## src/rtl/uart_pkg.sv

```systemverilog
// Shared UART definitions: the transmit-handshake state encoding.
package uart_pkg;

    typedef enum logic [1:0] {
        IDLE  = 2'd0,
        START = 2'd1,
        BUSY  = 2'd2
    } tx_state_t;

endpackage

```

## src/rtl/tx_hold_fifo.sv

```systemverilog
// Small first-word-fall-through holding FIFO between CPU writes and the transmit handshake.
module tx_hold_fifo #(
    parameter int DATA_WIDTH = 8,
    parameter int FIFO_DEPTH = 4
) (
    input  logic                              cpu_clk,
    input  logic                              rst_n,
    input  logic                              wr_en,
    input  logic [DATA_WIDTH-1:0]             wr_data,
    input  logic                              rd_en,
    output logic [DATA_WIDTH-1:0]             rd_data,
    output logic                              full,
    output logic                              empty,
    output logic [$clog2(FIFO_DEPTH):0]       count
);

    localparam int AW = $clog2(FIFO_DEPTH);
    localparam int CW = AW + 1;

    logic [DATA_WIDTH-1:0] mem [FIFO_DEPTH];
    logic [AW-1:0]         wr_ptr;
    logic [AW-1:0]         rd_ptr;
    logic                  do_wr;
    logic                  do_rd;

    assign full    = (count == CW'(FIFO_DEPTH));
    assign empty   = (count == '0);
    assign rd_data = mem[rd_ptr];

    // A write into a full FIFO is still taken when the head leaves on the same edge.
    assign do_rd = rd_en & ~empty;
    assign do_wr = wr_en & (~full | do_rd);

    // NOTE: storage has no reset; empty/full come from count, so stale contents are never read.
    always_ff @(posedge cpu_clk) begin
        if (do_wr) begin
            mem[wr_ptr] <= wr_data;
        end
    end

    // NOTE: sequential state uses non-blocking assignments so every register sees pre-edge values.
    always_ff @(posedge cpu_clk or negedge rst_n) begin
        if (!rst_n) begin
            wr_ptr <= '0;
            rd_ptr <= '0;
            count  <= '0;
        end else begin
            if (do_wr) begin
                wr_ptr <= wr_ptr + 1'b1;
            end
            if (do_rd) begin
                rd_ptr <= rd_ptr + 1'b1;
            end
            case ({do_wr, do_rd})
                2'b10:   count <= count + 1'b1;
                2'b01:   count <= count - 1'b1;
                default: count <= count;
            endcase
        end
    end

endmodule

```

## src/rtl/tx_start_gen.sv

```systemverilog
// CPU-side transmit handshake: buffers CPU write strobes and presents each byte as a level
// request to the transmitter core, returning a one-cycle tx_done per completed frame.
module tx_start_gen
    import uart_pkg::*;
#(
    parameter int DATA_WIDTH  = 8,
    parameter int FIFO_DEPTH  = 4,
    parameter int ACK_TIMEOUT = 64
) (
    input  logic                  cpu_clk,
    input  logic                  rst_n,
    input  logic                  cpu_wr,
    input  logic [DATA_WIDTH-1:0] cpu_wdata,
    output logic                  cpu_ready,
    output logic                  tx_start,
    output logic [DATA_WIDTH-1:0] tx_data,
    input  logic                  tx_busy,
    output logic                  tx_done,
    output logic                  tx_overflow,
    output logic                  tx_timeout
);

    localparam int CNT_W = (ACK_TIMEOUT > 1) ? $clog2(ACK_TIMEOUT) : 1;
    localparam logic [CNT_W-1:0] CNT_LAST = CNT_W'((ACK_TIMEOUT > 0) ? ACK_TIMEOUT - 1 : 0);

    tx_state_t               state_q, state_d;
    logic [CNT_W-1:0]        cnt_q, cnt_d;
    logic                    tx_start_d;
    logic [DATA_WIDTH-1:0]   tx_data_d;
    logic                    tx_done_d;
    logic                    tx_timeout_d;
    logic                    pop;
    logic                    fifo_full;
    logic                    fifo_empty;
    logic [DATA_WIDTH-1:0]   fifo_head;
    logic [$clog2(FIFO_DEPTH):0] fifo_count;

    tx_hold_fifo #(
        .DATA_WIDTH (DATA_WIDTH),
        .FIFO_DEPTH (FIFO_DEPTH)
    ) u_fifo (
        .cpu_clk (cpu_clk),
        .rst_n   (rst_n),
        .wr_en   (cpu_wr),
        .wr_data (cpu_wdata),
        .rd_en   (pop),
        .rd_data (fifo_head),
        .full    (fifo_full),
        .empty   (fifo_empty),
        .count   (fifo_count)
    );

    assign cpu_ready = ~fifo_full;

    // NOTE: every always_comb output gets a default first, so no path can infer a latch.
    always_comb begin
        state_d      = state_q;
        cnt_d        = cnt_q;
        tx_start_d   = tx_start;
        tx_data_d    = tx_data;
        tx_done_d    = 1'b0;
        tx_timeout_d = tx_timeout;
        pop          = 1'b0;
        case (state_q)
            IDLE: begin
                if (!fifo_empty) begin
                    pop        = 1'b1;
                    tx_data_d  = fifo_head;
                    tx_start_d = 1'b1;
                    cnt_d      = '0;
                    state_d    = START;
                end
            end
            START: begin
                if (tx_busy) begin
                    tx_start_d = 1'b0;
                    state_d    = BUSY;
                end else if ((ACK_TIMEOUT != 0) && (cnt_q == CNT_LAST)) begin
                    // No ack from the core: drop the byte without a tx_done.
                    tx_start_d   = 1'b0;
                    tx_timeout_d = 1'b1;
                    state_d      = IDLE;
                end else if (cnt_q != '1) begin
                    cnt_d = cnt_q + 1'b1;
                end
            end
            BUSY: begin
                if (!tx_busy) begin
                    tx_done_d = 1'b1;
                    state_d   = IDLE;
                end
            end
            default: begin
                tx_start_d = 1'b0;
                state_d    = IDLE;
            end
        endcase
    end

    always_ff @(posedge cpu_clk or negedge rst_n) begin
        if (!rst_n) begin
            state_q    <= IDLE;
            cnt_q      <= '0;
            tx_start   <= 1'b0;
            tx_data    <= '0;
            tx_done    <= 1'b0;
            tx_timeout <= 1'b0;
        end else begin
            state_q    <= state_d;
            cnt_q      <= cnt_d;
            tx_start   <= tx_start_d;
            tx_data    <= tx_data_d;
            tx_done    <= tx_done_d;
            tx_timeout <= tx_timeout_d;
        end
    end

    // Sticky until reset; a write into a full FIFO is only lost if the head is not leaving.
    always_ff @(posedge cpu_clk or negedge rst_n) begin
        if (!rst_n) begin
            tx_overflow <= 1'b0;
        end else if (cpu_wr && fifo_full && !pop) begin
            tx_overflow <= 1'b1;
        end
    end

endmodule

```

## config.mk

```make
export PLATFORM = sky130hd
export DESIGN_NAME = tx_start_gen
export DESIGN_NICKNAME = d
export VERILOG_FILES = /design/src/rtl/uart_pkg.sv /design/src/rtl/tx_hold_fifo.sv /design/src/rtl/tx_start_gen.sv
export SDC_FILE = /design/constraint.sdc
export NUM_CORES = 1
export LEC_CHECK = 0
export BUFFER_PORTS_ARGS = -buffer_cell sky130_fd_sc_hd__buf_2
export CAP_MARGIN = 20
export CORE_MARGIN = 1
export CORE_UTILIZATION = 50
export CTS_BUF_LIST = sky130_fd_sc_hd__clkbuf_8
export CTS_CLUSTER_SIZE = 16
export DETAILED_ROUTE_END_ITERATION = 16
export PLACE_DENSITY = 0.69
export SLEW_MARGIN = 25
export SYNTH_ARGS = -nofsm -noshare
export SYNTH_HDL_FRONTEND = slang
export SYNTH_SLANG_ARGS = --single-unit
```

## constraint.sdc

```tcl
create_clock -name cpu_clk -period 4.1 [get_ports cpu_clk]
set_input_delay 0.205 -clock cpu_clk [delete_from_list [all_inputs] [get_ports cpu_clk]]
set_output_delay 0.205 -clock cpu_clk [all_outputs]
set_load 0.005 [all_outputs]
```

==> metrics.txt <==
max frequency=0.446 GHz; routability cong.=0.695; Ys Warns=0; part of the power in registers=47.1%; layout net count=199; Fill cells=367; synthesized instance count=147; overall routing resource usage=18.5%; Initial Util=52.1%; number of synthesized flops with an enable pin=32; Worst Setup End Kind=flip-flop; Max-Cap Viols=0; min cycle time layout=2.24 ns; commonest non-fill, non-tap cell in the layout=edfxtp_1; Synth area leaders=edfxtp_1, dfrtp_1, mux4_2; Worst-path clk slew=0.06 ns; Vias=1317; pre-CTS setup slack=1.84 ns; RSZ-0062 raised after global routing=false; final setup violating endpoints=0; worst-path maximum fanout=7; row count=25; detailed placer's ending HPWL=2.67 mm; post-synth top area cell=edfxtp_1; Sw Share=30.7%; Post-CTS Setup Inserts=0; final WL=4.00 mm; # DRC=0; Tcrit/Tclk final=54.7%; DIE HEIGHT=72.1 um; Clock Path Buffers=2; drt pass-1 iters=4; area occupied by multi-input gates=769 sq um; Layout area overhead=14.9%; proportion of layout cells with a drive suffix above 1=35.1%; Layout Skew=0.00894 ns; Switch Pwr=0.000613 W; worst vdd ir=333 uV; Max Slew Vio Count=0; Post-synth top flop=edfxtp_1; register area share after synthesis=66.5%; storage element area=1640 sq um; cell area after layout=2830 sq um; initial antenna violation count=0; I/O pin cnt=25; core area=4720 sq um; vias in the first global route=1383; Clk network pwr share=22.6%; Clock Latency Late Sink=0.33 ns; PortBufs=24; drt via density=5.23; power per cell area=708 nW/um^2; CTS sink cnt=59; CP Data Arrival Time=2.49 ns; Async SR Flop Fraction=45.8%; critical path class=flip-flop to flip-flop; Post-Syn Nets=166; Least-Margin Pin Slew=0.616 ns; worst hold slack=0.0845 ns; CTS root buffer=clkbuf_8; first-pass GRT wire length=6.69 mm; largest net degree at the start of global routing=28; CTS Buf Count=9; Worst Hold Class=input port to flip-flop; startpoint types=flip-flop; die area=5200 sq um; DRT iter0 DRCs=76; worst path required time=4.35 ns; post-synthesis cell area=2460 sq um; drt wl/cell=15.9 um; Power Internal=0.00139 W; setup_tns=0 ns; share of the synthesized area in the top cell type=39.1%; CTS H-tree lvls=3; GRT Residual Overflow=0; Worst slew margin=58.9%; PostCTS Resize Cnt=0; ANT nets after route=0; LEAKAGE=1.17 nW; status=completed; combinational power share=30.3%; dpl cell area=2640 sq um; Synth Area per Inst=16.7 sq um; Unique masters post-synth=39; CTS tree=done; n_diodes=0; number of synthesized register bits=59; fin util=59.8%; commonest cells after routing, fill and taps aside=edfxtp_1, dfrtp_1, buf_2; Final Hold Vio Count=0; setup slack after layout=1.86 ns; Die X=72.1 um
==> kinds of logic after synthesis <==
| family | synth area share, % |
|---|---|
| xor+xnor | 2.49 |
| buf+inv | 2.19 |
| flops | 66.5 |
| simple gates | 7.17 |
| mux | 13.6 |
| compound gates | 4.12 |
| fa+ha+maj | 3.87 |
==> power groups by stage <==
stage                     combinational [W]  clock (W)  sequential (W)
after global routing               0.000675   0.000489        0.000974
final                              0.000606   0.000452        0.000942
after floorplan                    0.000504          0        0.000896
after global placement             0.000595          0        0.000946
after detailed placement           0.000616          0        0.000959
after CTS                          0.000620   0.000465        0.000948
==> per-layer routing <==
layer | vias to the layer above | GRT usage, % | share of wire (%)
met5 | - | 0 | 0
met4 | 0 | 9.80 | 1.3
met3 | 6 | 6.25 | 3.5
met2 | 20 | 30.7 | 53
met1 | 675 | 21.1 | 42
li1 | 616 | - | -
==> worst max-delay path, stage by stage, from the launching register on <==
cell and delay [ns]:
dfrtp_1 0.43, or3b_4 0.40, o21a_4 0.25, inv_1 0.06, ha_1 0.18, inv_1 0.07, fa_1 0.37, xor2_1 0.15
nor2_1 0.11, xor2_1 0.16
==> cell type report <==
cell class	instances	area share, %
tap	67	2.97
sequential	59	57.9
clock buffer	11	5.36
multi-input combinational	76	27.2
inverter	9	1.20
clock inverter	5	0.753
timing repair buffer	25	4.60
==> registers in the layout, indices dropped and copies added, names as in the netlist, 2 cells and up <==
| register | cells |
|---|---|
| cnt_q | 6 |
| state_q | 2 |
| u_fifo.rd_ptr | 2 |
| u_fifo.count | 3 |
| tx_data | 8 |
| u_fifo.mem | 32 |
| u_fifo.wr_ptr | 2 |
==> repair_timing <==
action / CTS / global route
endpoints found under the setup margin: 0 / 0
hold buffers: 1 / 0
hold endpoints to repair: 27 / 0
==> final timing paths <==
kind	from	slack, ns	cells after the start	endpoint
max	u_fifo.count[0]	1.86	9	u_fifo.count[2]
min	tx_busy	0.08	2	tx_done
max reg2reg	u_fifo.count[0]	1.86	9	u_fifo.count[2]
min reg2reg	tx_timeout	0.45	1	tx_timeout
max in group asynchronous	rst_n	3.26	2	u_fifo.count[0]
min in group asynchronous	rst_n	0.43	2	tx_data[1]
==> per-stage QoR <==
step / power, W / instances
5_1_grt: 0.00214 / 252
3_5_place_dp: 0.00158 / 235
2_1_floorplan: 0.00140 / 147
6_report: 0.00200 / 252
4_1_cts: 0.00203 / 252
3_3_place_gp: 0.00154 / 235
==> synthesized netlist by cell type (all sizes together), types with 3 or more instances <==
master	n
and2	5
dfrtp	27
edfxtp	32
ha	6
inv	9
mux2	9
mux2i	5
mux4	8
nor2	4
nor3b	5
o21ai	5
xnor2	3
xor2	4
(Power assumes the default switching activity.)
